### config.mk
export PLATFORM = sky130hd
export DESIGN_NAME = quad_encoder_decoder
export DESIGN_NICKNAME = d
export VERILOG_FILES = /design/src/rtl/enc_pkg.sv /design/src/rtl/enc_input_filter.sv /design/src/rtl/quad_encoder_decoder.sv
export SDC_FILE = /design/constraint.sdc
export NUM_CORES = 1
export LEC_CHECK = 0
export BUFFER_PORTS_ARGS = -buffer_cell sky130_fd_sc_hd__buf_2
export CAP_MARGIN = 10
export CORE_AREA = 2 2 96 98
export CTS_CLUSTER_SIZE = 14
export DETAILED_ROUTE_END_ITERATION = 10
export DIE_AREA = 0 0 98 100
export PLACE_DENSITY_LB_ADDON = 0.3
export SYNTH_ARGS = -nofsm -noshare
export SYNTH_HDL_FRONTEND = slang
export SYNTH_SLANG_ARGS = --single-unit
export TNS_END_PERCENT = 5
### constraint.sdc
create_clock -name i_clk -period 2.9 [get_ports i_clk]
set_input_delay 0.58 -clock i_clk [delete_from_list [all_inputs] [get_ports i_clk]]
set_output_delay 0.58 -clock i_clk [all_outputs]
set_load 0.01 [all_outputs]
### src/rtl/enc_pkg.sv
`default_nettype none
// ============================================================================
// Module      : enc_pkg
// Description : Shared types and transition tables for the quadrature decoder.
// Revision    : 1.0 - initial release
// ============================================================================
package enc_pkg;

    typedef enum logic [1:0] {
        ENC_X1 = 2'd0,
        ENC_X2 = 2'd1,
        ENC_X4 = 2'd2
    } enc_mode_t;

    typedef enum logic [0:0] {
        CH_INIT = 1'b0,
        CH_RUN  = 1'b1
    } ch_state_t;

    // Bit {prev_ab, cur_ab} is set for a forward / reverse single-bit step,
    // where ab = {A, B} and forward is 00 -> 10 -> 11 -> 01 -> 00.
    localparam logic [15:0] C_FWD_LUT = 16'h2814;
    localparam logic [15:0] C_REV_LUT = 16'h4182;

endpackage
`default_nettype wire

### src/rtl/enc_input_filter.sv
`default_nettype none
// ============================================================================
// Module      : enc_input_filter
// Description : One encoder pin: multi-flop synchroniser plus run-length filter.
// Revision    : 1.0 - initial release
// ============================================================================
module enc_input_filter #(
    parameter int SYNC_STAGES = 2,
    parameter int FILT_LEN    = 3
) (
    input  logic i_clk,
    input  logic i_rst,
    input  logic i_d,
    output logic o_level,
    output logic o_valid
);

    localparam int CNT_W = $clog2(FILT_LEN + 1);
    localparam logic [CNT_W-1:0] C_FILT_LEN = CNT_W'(FILT_LEN);

    logic [SYNC_STAGES-1:0] r_sync;
    logic [SYNC_STAGES-1:0] r_fill;
    logic [CNT_W-1:0]       r_cnt;
    logic                   r_level;
    logic                   r_valid;

    logic             w_sample;
    logic             w_live;
    logic [CNT_W-1:0] w_cnt_inc;
    logic [CNT_W-1:0] w_streak;

    always_comb begin
        w_sample  = r_sync[SYNC_STAGES-1];
        w_live    = r_fill[SYNC_STAGES-1];
        w_cnt_inc = r_cnt + CNT_W'(1);
        w_streak  = (w_sample == r_level) ? w_cnt_inc : CNT_W'(1);
    end

    // r_fill marks when the synchroniser holds real pin data rather than
    // reset zeros, so an idle-high pin is never first seen as low.
    always_ff @(posedge i_clk or posedge i_rst) begin
        if (i_rst) begin
            r_sync  <= '0;
            r_fill  <= '0;
            r_cnt   <= '0;
            r_level <= 1'b0;
            r_valid <= 1'b0;
        end else begin
            r_sync <= {r_sync[SYNC_STAGES-2:0], i_d};
            r_fill <= {r_fill[SYNC_STAGES-2:0], 1'b1};
            if (w_live) begin
                if (!r_valid) begin
                    // Acquisition: first run of FILT_LEN identical samples.
                    r_level <= w_sample;
                    if (w_streak == C_FILT_LEN) begin
                        r_valid <= 1'b1;
                        r_cnt   <= '0;
                    end else begin
                        r_cnt <= w_streak;
                    end
                end else if (w_sample != r_level) begin
                    if (w_cnt_inc == C_FILT_LEN) begin
                        r_level <= w_sample;
                        r_cnt   <= '0;
                    end else begin
                        r_cnt <= w_cnt_inc;
                    end
                end else begin
                    r_cnt <= '0;
                end
            end
        end
    end

    assign o_level = r_level;
    assign o_valid = r_valid;

endmodule
`default_nettype wire

### src/rtl/quad_encoder_decoder.sv
`default_nettype none
// ============================================================================
// Module      : quad_encoder_decoder
// Description : Multi-channel quadrature decoder with 1x/2x/4x modes, position
//               counters and sticky illegal-transition flags.
// Revision    : 1.0 - initial release
// ============================================================================
module quad_encoder_decoder
    import enc_pkg::*;
#(
    parameter int N_CH        = 2,
    parameter int POS_W       = 16,
    parameter int SYNC_STAGES = 2,
    parameter int FILT_LEN    = 3
) (
    input  logic                  i_clk,
    input  logic                  i_rst,
    input  logic [N_CH-1:0]       i_a,
    input  logic [N_CH-1:0]       i_b,
    input  logic [N_CH-1:0]       i_polarity,
    input  logic [1:0]            i_mode,
    input  logic [N_CH-1:0]       i_clear,
    input  logic [N_CH-1:0]       i_err_clr,
    output logic [N_CH-1:0]       o_step,
    output logic [N_CH-1:0]       o_dir,
    output logic [N_CH*POS_W-1:0] o_pos,
    output logic [N_CH-1:0]       o_err
);

    generate
        for (genvar k = 0; k < N_CH; k++) begin : g_ch
            logic             w_a_lvl;
            logic             w_b_lvl;
            logic             w_a_vld;
            logic             w_b_vld;
            logic [1:0]       r_cur;
            logic             r_cur_vld;
            logic [1:0]       r_prev;
            ch_state_t        r_state;
            ch_state_t        w_state_nxt;
            logic             w_load_prev;
            logic             w_count;
            logic             w_set_err;
            logic [3:0]       w_idx;
            logic             w_fwd;
            logic             w_rev;
            logic             w_gate;
            logic             w_dir;
            logic             r_step;
            logic             r_dir;
            logic             r_err;
            logic [POS_W-1:0] r_pos;

            enc_input_filter #(
                .SYNC_STAGES (SYNC_STAGES),
                .FILT_LEN    (FILT_LEN)
            ) u_flt_a (
                .i_clk   (i_clk),
                .i_rst   (i_rst),
                .i_d     (i_a[k]),
                .o_level (w_a_lvl),
                .o_valid (w_a_vld)
            );

            enc_input_filter #(
                .SYNC_STAGES (SYNC_STAGES),
                .FILT_LEN    (FILT_LEN)
            ) u_flt_b (
                .i_clk   (i_clk),
                .i_rst   (i_rst),
                .i_d     (i_b[k]),
                .o_level (w_b_lvl),
                .o_valid (w_b_vld)
            );

            always_comb begin
                w_idx = {r_prev, r_cur};
                w_fwd = C_FWD_LUT[w_idx];
                w_rev = C_REV_LUT[w_idx];
                w_dir = w_fwd ^ i_polarity[k];
                // X1 counts A rising going forward and A falling going back.
                if (i_mode == ENC_X1) begin
                    w_gate = (w_fwd & ~r_prev[1] & r_cur[1]) |
                             (w_rev & r_prev[1] & ~r_cur[1]);
                end else if (i_mode == ENC_X2) begin
                    w_gate = (w_fwd | w_rev) & (r_prev[1] ^ r_cur[1]);
                end else begin
                    w_gate = w_fwd | w_rev;
                end
            end

            always_comb begin
                w_state_nxt = r_state;
                w_load_prev = 1'b0;
                w_count     = 1'b0;
                w_set_err   = 1'b0;
                case (r_state)
                    CH_INIT: begin
                        if (r_cur_vld) begin
                            w_load_prev = 1'b1;
                            w_state_nxt = CH_RUN;
                        end
                    end
                    CH_RUN: begin
                        w_load_prev = 1'b1;
                        w_count     = w_gate;
                        w_set_err   = ((r_prev ^ r_cur) == 2'b11);
                    end
                    default: w_state_nxt = CH_INIT;
                endcase
            end

            always_ff @(posedge i_clk or posedge i_rst) begin
                if (i_rst) begin
                    r_state <= CH_INIT;
                end else begin
                    r_state <= w_state_nxt;
                end
            end

            always_ff @(posedge i_clk or posedge i_rst) begin
                if (i_rst) begin
                    r_cur     <= 2'b00;
                    r_cur_vld <= 1'b0;
                    r_prev    <= 2'b00;
                    r_step    <= 1'b0;
                    r_dir     <= 1'b0;
                    r_err     <= 1'b0;
                    r_pos     <= '0;
                end else begin
                    r_cur     <= {w_a_lvl, w_b_lvl};
                    r_cur_vld <= w_a_vld & w_b_vld;
                    if (w_load_prev) begin
                        r_prev <= r_cur;
                    end
                    r_step <= w_count;
                    r_dir  <= w_count & w_dir;
                    if (i_clear[k]) begin
                        r_pos <= '0;
                    end else if (w_count) begin
                        r_pos <= r_pos + {{(POS_W-1){~w_dir}}, 1'b1};
                    end
                    if (w_set_err) begin
                        r_err <= 1'b1;
                    end else if (i_err_clr[k]) begin
                        r_err <= 1'b0;
                    end
                end
            end

            assign o_step[k]                 = r_step;
            assign o_dir[k]                  = r_dir;
            assign o_err[k]                  = r_err;
            assign o_pos[k*POS_W +: POS_W]   = r_pos;
        end
    endgenerate

endmodule
`default_nettype wire

; After elaboration in Yosys (flattened, before gate mapping)
; Memory sizes are Yosys's and may differ from the RTL's.
; Index checks and enable logic that the tools add are counted.
[op_classes]
shifts = 0
div_mod_pow = 0
mul = 0
magnitude_cmp = 2
n_eq_ne = 27
n_addsub = 6
mux = 66
n_bitwise = 32
n_reduce_logical = 9
[ops]
columns = operator, count
row1 = 16-bit two-way mux, 4
row2 = 1-bit two-way mux, 40
row3 = 2-bit two-way mux, 20
row4 = 16-bit adder, 2
row5 = "2-bit == test, second input constant", 10
row6 = "2-bit != test, second input constant", 8
row7 = 1-bit bitwise AND, 14
row8 = 3-bit AND reduction, 4
row9 = "4-bit by 5-bit < comparator with 1-bit output, second input constant", 2
row10 = "2-bit by 1-bit adder with 2-bit output, second input constant", 4
row11 = 1-bit NOT, 8
row12 = 2-bit nonzero test, 4
row13 = 1-bit == test, 4
row14 = 1-bit != test, 4
row15 = 1-bit OR, 4
row16 = 1-bit case mux with 2 select lines, 2
row17 = 1-bit XOR, 4
row18 = 2-bit XOR, 2
row19 = "2-bit by 1-bit == test with 1-bit output, second input constant", 1
row20 = 2-bit logical NOT, 1
[totals]
latch_bits = 0
out_inout_bits = 38
register_bits = 82
wordCells = 182
romBits = 64
mem_bits_rw = 0
memories = 4
inputBits = 14
[memory_table]
columns = name, depth, width, rd, rd_ports_with_merged_regs, wr, line
row1 = (name not given), 16, 1, 1, 0, 0, quad_encoder_decoder.sv:79  ; w_rev = C_REV_LUT[w_idx];
row2 = (name not given), 16, 1, 1, 0, 0, quad_encoder_decoder.sv:78  ; w_fwd = C_FWD_LUT[w_idx];
row3 = (name not given), 16, 1, 1, 0, 0, quad_encoder_decoder.sv:79
row4 = (name not given), 16, 1, 1, 0, 0, quad_encoder_decoder.sv:78

; Longest topological paths before layout
[logic_depth]
ltp_word = 9
ltp_mapped = 15

; By module
; Synthesis repeated with hierarchy kept, for this count alone.
[unflattened]
cells_unflattened = 482
hier_area_um2 = 4525.6
[modules_own_cells]
columns = module, area_per_inst_um2, seq_area_each_um2, cells_per_inst, n_inst
row1 = quad_encoder_decoder, 3149.3, 1251.2, 362, 1
row2 = enc_input_filter, 344.1, 200.2, 30, 4

; Worst setup path after synthesis
; OpenSTA, ideal clock, no wires.
[synth_path]
path_type = reg2reg
from = register g_ch[0].r_cur[0]
to = register g_ch[0].r_pos[15]
slack_ns = -0.268
path_stages_with_launch = 16
synth_period_minus_slack_ns = 3.168
setup_ns = 0.065
t_arrival_ns = 3.103
path_cell_list = dfrtp_1 -> buf_2 -> xnor2_1 -> a21boi_1 -> or2_1 -> buf_2 -> inv_2 -> buf_2 -> ha_1 -> nand2_1 -> a2111oi_0 -> or4_1 -> a41oi_1 -> nor2_1 -> a2111oi_0 -> a2111o_1
[synth_via]
elab_chain_len = 8
[synth_lines]
columns = element, line
row1 = from (decl), quad_encoder_decoder.sv:36  ; logic [1:0] r_cur;
row2 = from (signal assigned), quad_encoder_decoder.sv:131  ; r_cur <= {w_a_lvl, w_b_lvl};
row3 = branches (longest 8 deep; another with 16-bit adder), -
row4 = to (signal assigned), quad_encoder_decoder.sv:141  ; r_pos <= r_pos + {{(POS_W-1){~w_dir}}, 1'b1};
row5 = to (decl), quad_encoder_decoder.sv:52  ; logic [POS_W-1:0] r_pos;
; Parallel ways; which one is timed is not known. The select of a mux whose other input is x is not followed.
; A chain may end at the register's enable or synchronous reset.

; Final worst setup path
[layout_path]
from = register g_ch[0].r_cur[1]
to = register g_ch[0].r_pos[15]
; The elaborated chain is that of the path after synthesis.

==> summary.txt <==
Outcome
  – Status: finished, final reports clean

Yosys
  – Ys flop type: dfrtp_1
  – Synth Area per Inst: 9.015 um^2
  – Fraction of registers with async set/reset: 100.0%
  – Mapped Cells: 503
  – Number of synthesized register bits: 76
  – Syn Std Cell Area: 4534 um^2
  – Cell variety after synth: 60
  – Register area share after synthesis: 41.94%
  – Synth warn: 0
  – Post-Syn Nets: 535
  – EDFF count, synth: 0

Critical path
  – Worst Path Required: 3.13 ns
  – Crit end category: flip-flop
  – Critical Path Start Type: flip-flop
  – Critical path peak fanout: 4
  – Worst R2R Setup Slack: 0.04 ns
  – Kind of critical path: reg2reg
  – CP arrival: 3.10 ns

Floorplan
  – Core ar.: 8890 um^2
  – Die width: 98 um
  – IO Pins: 52
  – Chip height: 100 um
  – Initial Utilization: 51.01%
  – Core Rows: 35
  – Die area: 9800 um^2

Layout
  – Final Net Count: 590
  – Leading cell type in the layout, fill and taps excluded: dfrtp_1
  – Diode count: 0
  – Share of cells above drive strength 1: 25.93%
  – Most frequent cells in the layout: 70 x dfrtp_1, 53 x nor2_1, 51 x buf_2
  – Finished layout cell area: 5434 um^2
  – Area Overhead vs Synth: 19.84%

Timing
  – Min cycle time layout: 2.863 ns
  – Max Transition Viols Final: 0
  – Post-route setup slack: 0.03662 ns
  – Final hold viol count: 0
  – Worst-Margin Slew: 0.7685 ns
  – Final Setup Violations: 0
  – RSZ-0062 raised after global routing: true
  – Fmax: 349.2 MHz
  – Final setup skew: 0.01318 ns
  – Hold_ws: 0.2008 ns
  – Max-Slew Margin vs Limit: 48.29%
  – Final Cycle Share: 98.74%

CTS
  – Clock latency at the later pin of the worst-skew pair: 0.35 ns
  – Clk slew on worst S/H paths: 0.08 ns
  – H-tree depth: 3
  – Clock root buffer master: clkbuf_8
  – Clock sink count: 76
  – Hold_buf cts: 0
  – TritonCTS clock tree: yes
  – TritonCTS buffer count: 9
  – Longest Clk Path Bufs: 2

Place
  – DP HPWL: 7.367 mm
  – Port bufs: 51
  – RePlAce Congestion: 0.9052
  – Placement Setup Slack: -0.04499 ns
  – Post-placement cell area: 5085 um^2

Global routing
  – GRT overflow: 0
  – Vias in the first global route: 3,710
  – Pin count of the biggest net entering global routing: 55
  – Met2 usage: 35.67%
  – Total GRT Usage: 21.53%
  – Met3 Use GR: 4.666%
  – Global-route wire length before repair: 17.33 mm
  – Initial antenna violation count: 0
  – GR peak layer: met2
  – M1 GR Usage: 28.84%

Route
  – DRC viols: 0
  – DR pass1 iterations: 4
  – WL/cell: 15.41 um
  – Antenna Nets Post-Route: 0
  – DRT Wirelength: 10.38 mm
  – Initial drt markers: 231
  – Vias per inst: 5.816
  – Total number of vias: 3,920

Power
  – PwrDens: 1283 nW/um^2
  – Peak VDD IR: 519.4 uV
  – PnR Total Power: 6970 uW
  – Leakage power: 0.002406 uW

Min path
  – Hold WC Path Type: in2async

Run
  – Max-cap violations: 0
power breakdown:
part / internal [uW] / switching [uW]
clock network: 622 / 413
registers: 1420 / 511
logic: 1810 / 2200
total: 3850 / 3120
area by class of cell:
class	instances	area, um^2
Timing Repair Buffer	78	470.5
Fill cell	782	3456
Multi-Input combinational cell	369	2560
Clock buffer	11	151.4
Tap cell	111	138.9
Clock inverter	5	107.6
Inverter	24	96.34
Sequential cell	76	1909
flip-flops by register name, summed over array words and instances (netlist names):
signal                cells
g_ch.r_dir                2
g_ch.u_flt_b.r_cnt        4
g_ch.r_prev               4
g_ch.u_flt_b.o_valid      2
g_ch.r_cur_vld            2
g_ch.u_flt_a.r_cnt        4
g_ch.u_flt_b.o_level      2
g_ch.u_flt_b.r_fill       1
g_ch.r_state              2
g_ch.r_pos               32
g_ch.r_step               2
g_ch.u_flt_a.o_level      2
g_ch.u_flt_a.r_fill       1
g_ch.u_flt_a.o_valid      2
g_ch.r_cur                4
g_ch.u_flt_b.r_sync       4
g_ch.u_flt_a.r_sync       4
g_ch.r_err                2
per-stage QoR:
stage                     cells   TNS, ns  util [%]
after floorplan             503  -0.03665         -
after global placement      657         0     57.20
after detailed placement    657   -0.1072     57.20
after CTS                   673         0     60.13
after global routing        674   -0.1803     61.13
final                       674         0     61.13
cells by family after synthesis:
kind of cell | synth area share [%]
AND/OR/NAND/NOR | 22.90
AO/OA/AOI/OAI | 14.13
flip-flops | 41.94
buffers and inverters | 5.519
XOR/XNOR | 7.726
adder cells (fa/ha/maj) | 4.967
multiplexers | 2.732
other | 0.08270
metal layers:
| layer | routed length [um] | part of all wire (%) |
|---|---|---|
| met1 | 4583 | 44 |
| met2 | 5030 | 48 |
| met3 | 639 | 6.2 |
| met4 | 130 | 1.3 |
| met5 | 0 | 0 |
synth_stat cells, drive strengths merged, types with 8 or more instances:
master / n / area, um^2
mux2: 9 / 101.4
a21oi: 20 / 100.1
nor4: 16 / 106.4
nor3: 9 / 50.05
nand4: 9 / 56.30
buf: 12 / 77.57
o21ai: 38 / 190.2
or3: 11 / 73.82
xnor2: 21 / 183.9
nor2: 55 / 206.5
inv: 24 / 90.09
clkbuf: 22 / 82.58
ha: 18 / 225.2
dfrtp: 76 / 1902
nand2: 35 / 133.9
a31oi: 8 / 50.05
xor2: 19 / 166.4
nand3: 27 / 135.1
path summary, 6_finish.rpt:
check	startpoint	cells past startpoint	end
worst max-delay path	g_ch[0].r_cur[1]	11	g_ch[0].r_pos[15]
worst min-delay path	i_rst	2	g_ch[0].u_flt_a.o_level
worst max register to register	g_ch[0].r_cur[1]	11	g_ch[0].r_pos[15]
worst min register to register	g_ch[1].u_flt_b.r_sync[0]	0	g_ch[1].u_flt_b.r_sync[1]
max in group asynchronous	i_rst	3	g_ch[1].r_cur[1]
min in group i_clk	i_a[0]	1	g_ch[0].u_flt_a.r_sync[0]
worst max-delay path, cell delays in order (launching register included):
cell,delay [ns]
dfrtp_2,0.47
xor2_2,0.20
a21boi_1,0.18
or2_1,0.18
inv_4,0.06
ha_4,0.28
nand2_1,0.09
a2111oi_1,0.39
or4_1,0.20
nand4_1,0.15
and3_1,0.22
a2111o_1,0.33
timing repair:
action | CTS | global route
endpoints found under the setup margin | 1 | 9
pin swaps | 0 | 8
gates resized for setup | 1 | 23
setup buffers | 0 | 1
No activity file was read; power rests on OpenSTA's default activity.
